**src/rtl/enigma_pkg.sv**
```systemverilog
// Shared constants, rotor/reflector wiring and mod-26 helpers for the Enigma stream decoder.
package enigma_pkg;

    localparam int ALPHA  = 26;
    localparam int CHAR_W = 5;

    typedef logic [CHAR_W-1:0] wiring_t [ALPHA];

    typedef enum logic {
        S_UNKEYED = 1'b0,
        S_RUN     = 1'b1
    } state_t;

    function automatic logic [CHAR_W-1:0] add26(input logic [CHAR_W-1:0] a, input logic [CHAR_W-1:0] b);
        logic [5:0] s;
        s = {1'b0, a} + {1'b0, b};
        if (s >= 6'd26) s = s - 6'd26;
        return s[CHAR_W-1:0];
    endfunction

    function automatic logic [CHAR_W-1:0] sub26(input logic [CHAR_W-1:0] a, input logic [CHAR_W-1:0] b);
        logic [5:0] s;
        s = {1'b0, a} + 6'd26 - {1'b0, b};
        if (s >= 6'd26) s = s - 6'd26;
        return s[CHAR_W-1:0];
    endfunction

    // Inverse tables are derived at elaboration so they can never drift from the forward wiring.
    function automatic wiring_t invert(input wiring_t w);
        wiring_t r;
        for (int i = 0; i < ALPHA; i++) r[w[i]] = CHAR_W'(i);
        return r;
    endfunction

    // III: BDFHJLCPRTXVZNYEIWGAKMUSQO
    localparam wiring_t W_R1 = '{5'd1, 5'd3, 5'd5, 5'd7, 5'd9, 5'd11, 5'd2, 5'd15, 5'd17, 5'd19,
                                 5'd23, 5'd21, 5'd25, 5'd13, 5'd24, 5'd4, 5'd8, 5'd22, 5'd6, 5'd0,
                                 5'd10, 5'd12, 5'd20, 5'd18, 5'd16, 5'd14};
    // II: AJDKSIRUXBLHWTMCQGZNPYFVOE
    localparam wiring_t W_R2 = '{5'd0, 5'd9, 5'd3, 5'd10, 5'd18, 5'd8, 5'd17, 5'd20, 5'd23, 5'd1,
                                 5'd11, 5'd7, 5'd22, 5'd19, 5'd12, 5'd2, 5'd16, 5'd6, 5'd25, 5'd13,
                                 5'd15, 5'd24, 5'd5, 5'd21, 5'd14, 5'd4};
    // I: EKMFLGDQVZNTOWYHXUSPAIBRCJ
    localparam wiring_t W_R3 = '{5'd4, 5'd10, 5'd12, 5'd5, 5'd11, 5'd6, 5'd3, 5'd16, 5'd21, 5'd25,
                                 5'd13, 5'd19, 5'd14, 5'd22, 5'd24, 5'd7, 5'd23, 5'd20, 5'd18, 5'd15,
                                 5'd0, 5'd8, 5'd1, 5'd17, 5'd2, 5'd9};
    // Reflector B: YRUHQSLDPXNGOKMIEBFZCWVJAT
    localparam wiring_t W_REF = '{5'd24, 5'd17, 5'd20, 5'd7, 5'd16, 5'd18, 5'd11, 5'd3, 5'd15, 5'd23,
                                  5'd13, 5'd6, 5'd14, 5'd10, 5'd12, 5'd8, 5'd4, 5'd1, 5'd5, 5'd25,
                                  5'd2, 5'd22, 5'd21, 5'd9, 5'd0, 5'd19};

    localparam wiring_t W_R1_INV = invert(W_R1);
    localparam wiring_t W_R2_INV = invert(W_R2);
    localparam wiring_t W_R3_INV = invert(W_R3);

endpackage

```
**src/rtl/enigma_rotor_path.sv**
```systemverilog
// Combinational seven-stage letter path through three rotors and the reflector.
module enigma_rotor_path
    import enigma_pkg::*;
(
    input  logic [CHAR_W-1:0] c,
    input  logic [CHAR_W-1:0] p1,
    input  logic [CHAR_W-1:0] p2,
    input  logic [CHAR_W-1:0] p3,
    output logic [CHAR_W-1:0] y
);

    logic [CHAR_W-1:0] f1, f2, f3, rf, i3, i2;

    always_comb begin
        f1 = sub26(W_R1[add26(c,  p1)], p1);
        f2 = sub26(W_R2[add26(f1, p2)], p2);
        f3 = sub26(W_R3[add26(f2, p3)], p3);
        rf = W_REF[f3];
        i3 = sub26(W_R3_INV[add26(rf, p3)], p3);
        i2 = sub26(W_R2_INV[add26(i3, p2)], p2);
        y  = sub26(W_R1_INV[add26(i2, p1)], p1);
    end

endmodule

```
**src/rtl/enigma_stream_decoder.sv**
```systemverilog
// Flow-controlled Enigma decoder: steps an odometer rotor stack per legal letter, one-entry output register.
// state     | meaning
// S_UNKEYED | no key loaded since reset, input blocked
// S_RUN     | keyed, accepting and decoding letters
module enigma_stream_decoder
    import enigma_pkg::*;
#(
    parameter int CNT_W = 16
) (
    input  logic              clk,
    input  logic              rst,
    input  logic              key_load,
    input  logic [CHAR_W-1:0] key_r1,
    input  logic [CHAR_W-1:0] key_r2,
    input  logic [CHAR_W-1:0] key_r3,
    input  logic              in_valid,
    output logic              in_ready,
    input  logic [CHAR_W-1:0] in_char,
    output logic              out_valid,
    input  logic              out_ready,
    output logic [CHAR_W-1:0] out_char,
    output logic              out_err,
    output logic [CHAR_W-1:0] r1_pos,
    output logic [CHAR_W-1:0] r2_pos,
    output logic [CHAR_W-1:0] r3_pos,
    output logic [CNT_W-1:0]  char_cnt
);

    state_t            state;
    logic              accept, legal, wrap1, wrap2;
    logic [CHAR_W-1:0] n1, n2, n3, enc;

    assign in_ready = (state == S_RUN) && !key_load && (!out_valid || out_ready);
    assign accept   = in_valid && in_ready;
    assign legal    = (in_char <= CHAR_W'(ALPHA - 1));

    // Rotors step before encoding, so the path sees the post-step positions.
    assign wrap1 = (r1_pos == CHAR_W'(ALPHA - 1));
    assign wrap2 = wrap1 && (r2_pos == CHAR_W'(ALPHA - 1));
    assign n1    = add26(r1_pos, CHAR_W'(1));
    assign n2    = wrap1 ? add26(r2_pos, CHAR_W'(1)) : r2_pos;
    assign n3    = wrap2 ? add26(r3_pos, CHAR_W'(1)) : r3_pos;

    enigma_rotor_path u_path (
        .c  (in_char),
        .p1 (n1),
        .p2 (n2),
        .p3 (n3),
        .y  (enc)
    );

    always_ff @(posedge clk) begin
        if (rst) begin
            state     <= S_UNKEYED;
            out_valid <= 1'b0;
            out_char  <= '0;
            out_err   <= 1'b0;
            r1_pos    <= '0;
            r2_pos    <= '0;
            r3_pos    <= '0;
            char_cnt  <= '0;
        end else if (key_load) begin
            state     <= S_RUN;
            out_valid <= 1'b0;
            r1_pos    <= add26(key_r1, '0);
            r2_pos    <= add26(key_r2, '0);
            r3_pos    <= add26(key_r3, '0);
            char_cnt  <= '0;
        end else if (accept) begin
            out_valid <= 1'b1;
            if (legal) begin
                out_char <= enc;
                out_err  <= 1'b0;
                r1_pos   <= n1;
                r2_pos   <= n2;
                r3_pos   <= n3;
                char_cnt <= char_cnt + CNT_W'(1);
            end else begin
                out_char <= in_char;
                out_err  <= 1'b1;
            end
        end else if (out_valid && out_ready) begin
            out_valid <= 1'b0;
        end
    end

endmodule

```
**config.mk**
```make
export PLATFORM = sky130hd
export DESIGN_NAME = enigma_stream_decoder
export DESIGN_NICKNAME = d
export VERILOG_FILES = /design/src/rtl/enigma_pkg.sv /design/src/rtl/enigma_rotor_path.sv /design/src/rtl/enigma_stream_decoder.sv
export SDC_FILE = /design/constraint.sdc
export NUM_CORES = 1
export LEC_CHECK = 0
export ABC_AREA = 0
export BUFFER_PORTS_ARGS = -buffer_cell sky130_fd_sc_hd__buf_2
export CAP_MARGIN = 10
export CORE_UTILIZATION = 45
export CTS_CLUSTER_SIZE = 40
export DETAILED_ROUTE_END_ITERATION = 10
export MAX_ROUTING_LAYER = met4
export PLACE_DENSITY = 0.62
export SKIP_LAST_GASP = 1
export SLEW_MARGIN = 5
export SYNTH_ARGS = -nofsm -noshare
export SYNTH_HDL_FRONTEND = slang
export SYNTH_SLANG_ARGS = --single-unit
```
**constraint.sdc**
```tcl
create_clock -name clk -period 46.6 [get_ports clk]
set_clock_uncertainty 0.1 [all_clocks]
set_input_delay 9.32 -clock clk [delete_from_list [all_inputs] [get_ports clk]]
set_output_delay 9.32 -clock clk [all_outputs]
set_load 0.03 [all_outputs]
```
# Word level (Yosys, flattened, before mapping)
# Memory sizes are Yosys's and may differ from the RTL's.
# Cells that the tools add are included.
[word_totals] regBits=39 romBits=1120 in_bits=25 wordCells=153 memories=7
[classes] add_sub_neg=40 n_lt_le_gt_ge=26 eq_ne=2 muxes=47 bitwise_logic=8 n_reduce_logical=15
[mem_list] name="(name not given)" words=32 width=5 rd=1 rd_ports_with_merged_regs=0 wr=0 line_no="enigma_rotor_path.sv:21" source="y = sub26(W_R1_INV[add26(i2, p1)], p1);"
[mem_list] name="(name not given)" words=32 width=5 rd=1 rd_ports_with_merged_regs=0 wr=0 line_no="enigma_rotor_path.sv:20" source="i2 = sub26(W_R2_INV[add26(i3, p2)], p2);"
[mem_list] name="(name not given)" words=32 width=5 rd=1 rd_ports_with_merged_regs=0 wr=0 line_no="enigma_rotor_path.sv:15" source="f1 = sub26(W_R1[add26(c, p1)], p1);"
[mem_list] name="(name not given)" words=32 width=5 rd=1 rd_ports_with_merged_regs=0 wr=0 line_no="enigma_rotor_path.sv:16" source="f2 = sub26(W_R2[add26(f1, p2)], p2);"
[mem_list] name="(name not given)" words=32 width=5 rd=1 rd_ports_with_merged_regs=0 wr=0 line_no="enigma_rotor_path.sv:17" source="f3 = sub26(W_R3[add26(f2, p3)], p3);"
[mem_list] name="(name not given)" words=32 width=5 rd=1 rd_ports_with_merged_regs=0 wr=0 line_no="enigma_rotor_path.sv:18" source="rf = W_REF[f3];"
[mem_list] name="+1 memories"
[ops] op="$mux W5" n=44
[ops] op="$ge A6 B5 Y1 const B" n=15
[ops] op="$sub A5 B5 Y5 const B" n=18
[ops] op="$ge A6 B6 Y1 const B" n=7
[ops] op="$not A5 Y6" n=7
[ops] op="$add A5 B5 Y6" n=6
[ops] op="$add A5 B5 Y6 const B" n=6
[ops] op="$sub A6 B5 Y6" n=6
[ops] op="$add A5 B1 Y6 const B" n=3
[ops] op="$add A16 B1 Y16 const B" n=1
[ops] op="$ge A5 B5 Y1 const B" n=3
[ops] op="$eq A5 B5 Y1 const B" n=2
[ops] op="$reduce_and A2 Y1" n=3
[ops] op="$reduce_bool A2 Y1" n=3
[ops] op="$le A5 B5 Y1 const B" n=1
[ops] op="$logic_and A1 B1 Y1" n=5
[ops] op="$mux W1" n=3
[ops] op="$logic_not A1 Y1" n=2
[ops] op="$reduce_or A2 Y1" n=1
[ops] op="$logic_or A1 B1 Y1" n=1
[ops] op="$not A1 Y1" n=1

# Longest topological paths before layout
# Gate-level depths: netlist (run 1).
[logic_depth] word_depth=74 depth_mapped=147 depth_no_buf=146

# Cells and area by module
# From an unflattened synthesis (run 1), not the netlist that was laid out.
[unflattened] hier_cells=1169 hier_area_um2=8622.0
[modules_own_cells] mod="enigma_rotor_path" n_inst=1 cells_per_inst=783 area_each_um2=5779.3 seq_area_each_um2=0.0
[modules_own_cells] mod="enigma_stream_decoder" n_inst=1 cells_per_inst=386 area_each_um2=2842.7 seq_area_each_um2=780.7

# Least setup slack after synthesis (run 1)
# Ideal clock, no wire load.
[synth_timing] path_kind="in2reg" start="input in_char[0]" end="register out_char[2]" arrival_ps=35010 slack_ps=11359 stages=124 n_path_buf=2 path_cell_list="ha_1 -> inv_1 -> fa_1 -> xor2_1 -> a211oi_1 -> a21oi_1 -> xor2_1 -> inv_1 -> ha_1 -> mux2i_1 -> a21oi_1 -> mux2_2 -> ha_1 -> inv_1 -> fa_1 -> inv_1 -> a21o_1 -> a21oi_1 -> [... 88 more ...] -> nor2_1 -> xnor2_1 -> ha_1 -> nor3b_1 -> a22o_1 -> a21oi_1 -> ha_1 -> inv_1 -> ha_1 -> fa_1 -> a21o_1 -> a21oi_1 -> xnor2_1 -> o21bai_1 -> nand2_1 -> o311a_1 -> a311oi_1 -> nor3_1"
[synth_via] elab_chain_len=71
[synth_lines] item="start, declared" line_no="enigma_stream_decoder.sv:18" source="input logic [CHAR_W-1:0] in_char,"
[synth_lines] item="$add A5 B5 Y6" line_no="enigma_pkg.sv:16" source="s = {1'b0, a} + {1'b0, b};"
[synth_lines] item="$sub A5 B5 Y5 / $ge A6 B5 Y1 (equally long branches)" line_no="enigma_pkg.sv:17" source="if (s >= 6'd26) s = s - 6'd26;"
[synth_lines] item="$mux W5" line_no="enigma_pkg.sv:17"
[synth_lines] item="$not A5 Y6 (not written as such)" line_no="enigma_rotor_path.sv:15"
[synth_lines] item="$mem_v2 Z32 W5"
[synth_lines] item="$mux W5 (not written as such) (2 in series)" line_no="enigma_rotor_path.sv:15"
[synth_lines] item="$add A5 B5 Y6" line_no="enigma_pkg.sv:23" source="s = {1'b0, a} + 6'd26 - {1'b0, b};"
[synth_lines] item="$sub A6 B5 Y6" line_no="enigma_pkg.sv:23"
[synth_lines] item="[... 53 more ...]"
[synth_lines] item="$not A5 Y6 (not written as such)" line_no="enigma_rotor_path.sv:21"
[synth_lines] item="$mem_v2 Z32 W5"
[synth_lines] item="$mux W5 (not written as such) (2 in series)" line_no="enigma_rotor_path.sv:21"
[synth_lines] item="$add A5 B5 Y6" line_no="enigma_pkg.sv:23"
[synth_lines] item="$sub A6 B5 Y6" line_no="enigma_pkg.sv:23"
[synth_lines] item="$sub A5 B5 Y5 / $ge A6 B5 Y1 (equally long branches)" line_no="enigma_pkg.sv:24" source="if (s >= 6'd26) s = s - 6'd26;"
[synth_lines] item="$mux W5" line_no="enigma_pkg.sv:24"
[synth_lines] item="$mux W5 *" line_no="enigma_stream_decoder.sv:71" source="if (legal) begin"
[synth_lines] item="end signal, assigned" line_no="enigma_stream_decoder.sv:72" source="out_char <= enc;"
[synth_lines] item="end signal, assigned" line_no="enigma_stream_decoder.sv:79" source="out_char <= in_char;"
[synth_lines] item="end, declared" line_no="enigma_stream_decoder.sv:21" source="output logic [CHAR_W-1:0] out_char,"
# Mark *: on every way between the ends. The rest lies on a longest branch, timed or not. The select of a mux whose other input is x is not followed.
# A chain may end at the register's enable or synchronous reset.

# Worst setup path after layout (run 1)
# Ends and elaborated chain as after synthesis.

==> metrics.txt, run 1 <==
outcome=completed; cell area after layout=9000 um2; fin. max-slew vios=0; vias in the first global route=6907; Fin Setup TNS=0 ns; Place WS=8.45 ns; Top Ports=64; CP max FO=14; drt first pass iters=4; Post-synth ARST share=0; Post-Synth Adder-Cell Area=0.255; initial DRC count=427; # clock sinks=39; n_diodes=0; Core Area=18000 um2; Post-synth EDFFs=0; number of synthesized register bits=39; unrepaired setup endpoints after global routing=no; fin crit share=0.816; Initial Util=0.461; Slew @ Worst Pin=1.12 ns; Setup Crit Path Kind=input pin to flip-flop; Post-Syn Area=8310 um2; Crit path max-delay family=compound AO/OA/AOI/OAI gates; Filler cells=1825; Setup Buffers After CTS=0; first-pass GRT wire length=31600 um; Peak Freq=0.0263 GHz; drc violations=0; clock tree buffer depth=2; mux cell area share after synthesis=0.0464; routability congestion estimate=0.849; initial antenna violation count=0; setup ws final=8.57 ns; compound-gate portion of the synthesized area=0.271; Fin. Hold Viols=0; Via density=5.60; Area after DPL=8840 um2; Worst EP arrival=38.08 ns; worst min path class=flip-flop to flip-flop; register area share after synthesis=0.0939; fraction of layout cells with a size suffix above 1=0.0966; Worst setup EP type=flip-flop; maxcap violations=0; CP max stage cell=a32oi_1; XOR/XNOR share of the synthesized area=0.0831; clk root buf=clkbuf_16; hpwl dp=15200 um; Worst EP required=46.65 ns; nets@finish=1356; final critical-path required period=38.03 ns; worst skew pair latency=0.28 ns; Num CTS Buffers=5; Post-Synth Simple-Gate Area=0.185; largest family of logic cells by synthesized area=compound AO/OA/AOI/OAI gates; Avg Inst Size Synth=7.40 um2; Layout area overhead=8.36%; Bufs and invs on worst path=15; drt total wl=19000 um; final setup violating endpoints=0; worst hold slack=0.364 ns; gr usage total=0.205; max_slew headroom=0.252; wire length per cell=13.5 um; Chip Height=138 um; CTS resizes=0; largest net degree at the start of global routing=23; TritonCTS clock tree=built; ys flop type=dfxtp_1; Port Buffers=63; die area=19000 um2; Die W=138 um; clock-pin slew on the worst setup and hold paths=0.06 ns; CP max stage delay=0.85 ns; number of synthesis warnings=0; Site Rows=49; total grt overflow=0; via count=7829; most used cell, CP=ha_1; cts hold-fix bufs=0; H-tree depth=2; startpoint types=input pin; Cells after Synth=1123; Antenna Nets Post-Route=0; Register Area=781 um2; area of the multi-input gates=6990 um2; Unique masters post-synth=76; Post-Syn Nets=1310
placed cells by master (no fill, tap or decap), drive strengths merged, types with 5 or more instances in the layout:
cell type	n
ha	150
inv	114
nor2	105
nand2	85
a21oi	85
o21ai	71
buf	68
xnor2	49
dfxtp	39
nand3	32
xor2	29
mux2i	26
a21o	23
a211oi	23
nor3	21
nand2b	18
a31oi	16
o211ai	15
o21bai	13
fa	12
mux2	10
o22ai	10
or2	10
a32oi	9
and2	9
nand4	7
nor2b	7
a22o	6
or3	6
and3	6
a311oi	6
nor3b	5
o21a	5
a211o	5
clkbuf	5
stage by stage:
stage,util,std cells
after floorplan,-,1123
final,0.500,1399
after detailed placement,0.490,1391
after global routing,0.500,1399
after global placement,0.490,1391
after CTS,0.500,1399
registers in the layout (all words and copies together), names as in the netlist:
name	count
out_err	1
state	1
r3_pos	5
out_valid	1
out_char	5
char_cnt	16
r1_pos	5
r2_pos	5
metal layers:
layer	GRT usage	vias to the layer above	routed length [um]
met4	0.0284	0	93
met5	-	-	0
met3	0.0139	6	500
met1	0.284	3578	9880
li1	-	4141	-
met2	0.332	104	8480
worst register-to-register path, delay by kind of cell, from the launching register on:
family,cells,cell delay [ns]
compound gates,52,12.45
fa+ha+maj,29,8.88
xor+xnor,17,5.07
simple gates,17,2.52
buf+inv,14,1.08
mux,2,0.44
flops,1,0.42
final timing paths:
kind | from | endpoint | slack (ns) | depth (start not counted)
min | out_char[0] | out_char[0] | 0.36 | 2
max reg2reg | r1_pos[1] | out_char[2] | 15.50 | 131
min reg2reg | out_char[0] | out_char[0] | 0.36 | 2
max | in_char[0] | out_char[2] | 8.57 | 126
cell families after synthesis:
group | Yosys count
AND/OR/NAND/NOR | 327
buffers and inverters | 143
adder cells (fa/ha/maj) | 162
flip-flops | 39
XOR/XNOR | 78
multiplexers | 36
AO/OA/AOI/OAI | 338
synthesized netlist by cell type (4+ instances only):
library cell    n  share of area
nand4_1         7         0.0053
nor3b_1         5         0.0045
dfxtp_1        39          0.094
o21a_1          5         0.0045
xor2_1         29          0.031
a22o_1          6         0.0063
inv_1         113          0.051
nor3_1         21          0.013
or3_1           6         0.0045
mux2i_1        25          0.030
o31ai_1         4         0.0036
or2_2           9         0.0068
o21ai_0        70          0.042
and2_1          8         0.0060
o211ai_1       14          0.013
a21o_1         23          0.021
mux2_2         10          0.014
nand4b_1        4         0.0042
nand3_1        32          0.019
nand2b_1       18          0.014
o21ba_2         4         0.0048
a32oi_1         9         0.0095
a31oi_1        16          0.012
clkbuf_1       24          0.011
nor2_1        105          0.047
a22oi_1         4         0.0036
and3_1          6         0.0045
xnor2_1        48          0.051
a221oi_1        4         0.0042
a211oi_1       20          0.018
a311oi_1        6         0.0063
nand3b_1        4         0.0036
o21bai_1       13          0.012
nor2b_1         7         0.0053
a211o_1         5         0.0053
o2bb2ai_1       4         0.0042
a21oi_1        83          0.050
buf_2           4         0.0024
ha_1          150           0.23
nand2_1        84          0.038
fa_1           12          0.029
o22ai_1        10         0.0075
cell type report:
class,instances,share of cell area
Multi-Input combinational cell,941,0.776
Sequential cell,39,0.0867
Inverter,114,0.0475
Timing Repair Buffer,68,0.0392
Tap cell,229,0.0318
Clock buffer,5,0.0139
Clock inverter,3,0.00486
Power of run 1 is not shown: default switching activity piles up to over one toggle a cycle in this logic, so the estimate is an artifact.
==> run 2, diff against run 1 <==
--- a/config.mk
+++ b/config.mk
@@ -12,7 +12,7 @@
 export CTS_CLUSTER_SIZE = 40
 export DETAILED_ROUTE_END_ITERATION = 10
 export MAX_ROUTING_LAYER = met4
-export PLACE_DENSITY = 0.62
+export PLACE_DENSITY = 0.64
 export SKIP_LAST_GASP = 1
 export SLEW_MARGIN = 5
 export SYNTH_ARGS = -nofsm -noshare
==> constraint.sdc (replaced) <==
create_clock -name clk -period 33.9 [get_ports clk]
set_clock_uncertainty 0.1 [all_clocks]
set_input_delay 6.78 -clock clk [delete_from_list [all_inputs] [get_ports clk]]
set_output_delay 6.78 -clock clk [all_outputs]
set_load 0.03 [all_outputs]
==> metrics.txt, run 2 (synthesis gave the netlist of run 1 again) <==
Port Buffers=63 (unchanged); drt first pass iters=5 (was 4); TritonCTS clock tree=built (unchanged); worst skew pair latency=0.28 ns (about the same); largest net degree at the start of global routing=23 (unchanged); hold_sp=out_char[0] (unchanged); Num CTS Buffers=5 (unchanged); drt total wl=20000 um (was 19000 um); CP max stage delay=0.53 ns (was 0.85 ns); worst min path class=flip-flop to flip-flop (unchanged); Via density=5.61 (was 5.60); final setup violating endpoints=0 (unchanged); Worst setup EP type=flip-flop (unchanged); gr usage total=0.208 (was 0.205); Largest Register=char_cnt (unchanged); Top Layer Used=met4 (unchanged); clk root buf=clkbuf_16 (unchanged); Layout area overhead=16.1% (was 8.36%); post-route core utilization=0.535 (was 0.500); total grt overflow=0 (unchanged); setup ws final=1.67 ns (was 8.57 ns); Hold Path Depth=2 (unchanged); fin crit share=0.951; hpwl dp=15700 um (was 15200 um); final critical-path required period=32.23 ns; die area=19000 um2 (unchanged); routability congestion estimate=0.892 (was 0.849); drc violations=0 (unchanged); Site Rows=49 (unchanged); most frequent cells in the layout=ha_1 (149), inv_1 (113), nor2_1 (104) (was ha_1 (150), inv_1 (113), nor2_1 (105)); initial antenna violation count=0 (unchanged); Die W=138 um (unchanged); nets@finish=1399 (was 1356); R2R depth=132 (was 131); WL met2=9390 um (was 8480 um); Antenna Nets Post-Route=0 (unchanged); n_diodes=0 (unchanged); first-pass GRT wire length=32100 um (was 31600 um); CP max FO=8 (was 14); Initial Util=0.461 (unchanged); Worst EP arrival=32.33 ns (was 38.08 ns); Slew @ Worst Pin=0.835 ns (was 1.12 ns); # clock sinks=39 (unchanged); Reg2Reg Setup Slack=6.15 ns (was 15.50 ns); Place WS=-0.141 ns (was 8.45 ns); Fin Setup TNS=0 ns (unchanged); Top Ports=64 (unchanged); vias in the first global route=7052 (was 6907); met3 WL post-DR=601 um (was 500 um); Hold Path End=out_char[0] (unchanged); reg2reg start=r1_pos[1] (unchanged); Fin. Hold Viols=0 (unchanged); via count=8084 (was 7829); clock-pin slew on the worst setup and hold paths=0.06 ns (about the same); outcome=completed (unchanged); max_slew headroom=0.442 (was 0.252); fin. max-slew vios=0 (unchanged); Setup Crit Path Kind=input pin to flip-flop (unchanged); Filler cells=1770 (was 1825); maxcap violations=0 (unchanged); Largest register FFs=16 (unchanged); Met1 Wirelength=9830 um (was 9880 um); most common cell after layout, fill and taps aside=ha_1 (unchanged); most used cell, CP=ha_1 (unchanged); initial DRC count=378 (was 427); Core Area=18000 um2 (unchanged); CP max stage cell=or4_1 (was a32oi_1); Worst EP required=33.99 ns (was 46.65 ns); Chip Height=138 um (unchanged); fraction of layout cells with a size suffix above 1=0.167 (was 0.0966); wire length per cell=13.8 um (was 13.5 um); Peak Freq=0.0310 GHz; startpoint types=input pin (unchanged); clock tree buffer depth=2 (unchanged); Worst R2R End=out_char[1] (was out_char[2]); H-tree depth=2 (unchanged)
-- run 2: worst max-delay path by stage --
stage                    start           to  depth (start not counted)
finish              in_char[0]  out_char[1]                        128
global route        in_char[0]  out_char[2]                        130
detailed placement  in_char[0]  out_char[2]                        130
floorplan           in_char[0]  out_char[2]                        124
CTS                 in_char[0]  out_char[2]                        133
global placement    in_char[0]  out_char[2]                        128
-- run 2: layer usage --
layer / vias to the layer above / track usage
met5: - / -
met4: 0 / 0.0284
met3: 14 / 0.0175
met2: 139 / 0.351
met1: 3718 / 0.276
li1: 4213 / -
-- run 2: layout make-up --
cell class | instances | area [um2] | area share
multi-input cells | 941 | 7310 | 0.757
flip-flops and latches | 39 | 781 | 0.0809
repair buffers | 111 | 676 | 0.0700
inverters | 114 | 428 | 0.0444
well taps | 229 | 287 | 0.0297
clock buffers | 5 | 125 | 0.0130
clock inverters | 3 | 43.8 | 0.00454
-- run 2: metrics by stage --
stage	std cells	cell area, um2	hold slack, ns
floorplan	1123	8310	0.356
global placement	1426	9100	0.338
detailed placement	1426	9100	0.345
CTS	1434	9270	0.351
global route	1442	9650	0.399
finish	1442	9650	0.348
-- run 2: worst max-delay path, delay by kind of cell --
kind | cells | cell delay (ns)
compound gates | 47 | 9.36
xor+xnor | 13 | 2.13
fa+ha+maj | 29 | 7.89
buf+inv | 20 | 1.78
mux | 5 | 1.49
simple gates | 14 | 2.89
-- run 2: timing repair --
action	4_1_cts	5_1_grt
endpoints found under the setup margin	0	5
resized for setup	0	65
endpoints found under the hold margin	0	0
setup buffers	0	8
hold buffers	0	0
Power of run 2 is left out for the same reason.
==> run 3, diff against run 2 <==
--- a/config.mk
+++ b/config.mk
@@ -11,6 +11,7 @@
 export CORE_UTILIZATION = 45
 export CTS_CLUSTER_SIZE = 40
 export DETAILED_ROUTE_END_ITERATION = 10
+export GPL_TIMING_DRIVEN = 0
 export MAX_ROUTING_LAYER = met4
 export PLACE_DENSITY = 0.64
 export SKIP_LAST_GASP = 1
==> metrics.txt, run 3 (synthesis gave the netlist of run 1 again) <==
outcome=completed (unchanged); clock-pin slew on the worst setup and hold paths=0.06 ns (about the same); Chip Height=138 um (unchanged); gr usage total=0.215 (was 0.208); nets@finish=1410 (was 1399); cell area after layout=9860 um2 (was 9650 um2); hpwl dp=15600 um (was 15700 um); fin. max-slew vios=0 (unchanged); Filler cells=1743 (was 1770); vias in the first global route=7335 (was 7052); Antenna Nets Post-Route=0 (unchanged); Via density=5.67 (was 5.61); Crit path max-delay family=compound AO/OA/AOI/OAI gates (unchanged); die area=19000 um2 (unchanged); fraction of layout cells with a size suffix above 1=0.183 (was 0.167); H-tree depth=2 (unchanged); Worst EP arrival=32.56 ns (was 32.33 ns); cts hold-fix bufs=0 (unchanged); drt first pass iters=5 (unchanged); Die W=138 um (unchanged); largest net degree at the start of global routing=13 (was 23); fin crit share=0.959 (was 0.951); Largest Register=char_cnt (unchanged); initial antenna violation count=0 (unchanged); Place WS=-2.24 ns (was -0.141 ns); most frequent cells in the layout=ha_1 (144), inv_1 (112), nor2_1 (104) (was ha_1 (149), inv_1 (113), nor2_1 (104)); Fin Setup TNS=0 ns (unchanged); Site Rows=49 (unchanged); Layout area overhead=18.6% (was 16.1%); maxcap violations=0 (unchanged); Peak Freq=0.0308 GHz (was 0.0310 GHz); initial DRC count=357 (was 378); clock tree buffer depth=2 (unchanged); Initial Util=0.461 (unchanged); total grt overflow=0 (unchanged); drc violations=0 (unchanged); Area after DPL=8920 um2 (was 9100 um2); most common cell after layout, fill and taps aside=ha_1 (unchanged); Setup Crit Path Kind=input pin to flip-flop (unchanged); most used cell, CP=ha_1 (unchanged); Port Buffers=63 (unchanged); drt total wl=20800 um (was 20000 um); setup ws final=1.38 ns (was 1.67 ns); CP max stage cell=or4b_1 (was or4_1); Slew @ Worst Pin=1.11 ns (was 0.835 ns); wire length per cell=14.3 um (was 13.8 um); worst skew pair latency=0.28 ns (about the same); Largest register FFs=16 (unchanged); TritonCTS clock tree=built (unchanged); Worst EP required=33.94 ns (was 33.99 ns); startpoint types=input pin (unchanged); Bufs and invs on worst path=16 (was 20); final critical-path required period=32.52 ns (was 32.23 ns); Core Area=18000 um2 (unchanged); Fin. Hold Viols=0 (unchanged); routability congestion estimate=0.901 (was 0.892); worst min path class=flip-flop to flip-flop (unchanged); # clock sinks=39 (unchanged); Top Ports=64 (unchanged); clk root buf=clkbuf_16 (unchanged); CP max stage delay=0.52 ns (was 0.53 ns); final setup violating endpoints=0 (unchanged); max_slew headroom=0.252 (was 0.442); via count=8239 (was 8084); first-pass GRT wire length=33200 um (was 32100 um); Reg2Reg Setup Slack=5.86 ns (was 6.15 ns); Worst setup EP type=flip-flop (unchanged); post-route core utilization=0.547 (was 0.535); CP max FO=10 (was 8); Num CTS Buffers=5 (unchanged); n_diodes=0 (unchanged)
[run 3: cell count changes in the layout (fill, tap and decap cells not counted), moves of 3 or more]
cell | before | now
fa_1 | 10 | 6
clkbuf_2 | 0 | 7
xnor2_1 | 39 | 36
clkbuf_1 | 0 | 16
buf_2 | 63 | 66
fa_2 | 2 | 6
ha_1 | 149 | 144
xnor2_4 | 1 | 4
ha_2 | 1 | 5
o21ai_2 | 1 | 4
a21oi_1 | 73 | 70
o21ai_0 | 62 | 57
buf_4 | 48 | 32
[run 3: per-stage QoR]
stage	hold WS, ns	instances
after floorplan	0.356	1123
after global placement	0.343	1415
after detailed placement	0.357	1415
after CTS	0.364	1431
after global routing	0.393	1453
final	0.357	1453
[run 3: worst reg2reg max path: cells and delay by family, from the launching register on]
family          cells  cell delay [ns]
simple gates       21             4.11
compound gates     48             9.95
flops               1             0.44
xor+xnor           12             2.12
fa+ha+maj          29             8.60
mux                 4             1.26
buf+inv            16             1.37
[run 3: repair_timing]
item / in CTS / in global routing
setup endpoints to repair: 5 / 5
setup buffers: 9 / 23
pin swaps: 6 / 30
gates resized for setup: 31 / 94
[run 3: cell type report]
| cell class | instances | area, um2 | share of cell area |
|---|---|---|---|
| Clock buffer | 6 | 129 | 0.0131 |
| Clock inverter | 2 | 12.5 | 0.00127 |
| Sequential cell | 39 | 781 | 0.0792 |
| Inverter | 114 | 428 | 0.0434 |
| Buffer | 27 | 118 | 0.0119 |
| Timing Repair Buffer | 95 | 556 | 0.0564 |
| Tap cell | 229 | 287 | 0.0291 |
| Multi-Input combinational cell | 941 | 7550 | 0.766 |
[run 3: worst paths after layout]
check,start,to,cells past startpoint
max reg2reg,r1_pos[1],out_char[2],130
max,in_char[2],out_char[2],124
min,out_char[0],out_char[0],2
min reg2reg,out_char[0],out_char[0],2
[run 3: routing by layer]
| layer | GRT usage | vias up | wire, um | share of wire |
|---|---|---|---|---|
| li1 | - | 4236 | - | - |
| met1 | 0.290 | 3857 | 9970 | 0.48 |
| met2 | 0.361 | 138 | 10000 | 0.48 |
| met3 | 0.0132 | 8 | 689 | 0.033 |
| met4 | 0.0302 | 0 | 73 | 0.0035 |
| met5 | - | - | 0 | 0 |
Power of run 3 is left out for the same reason.
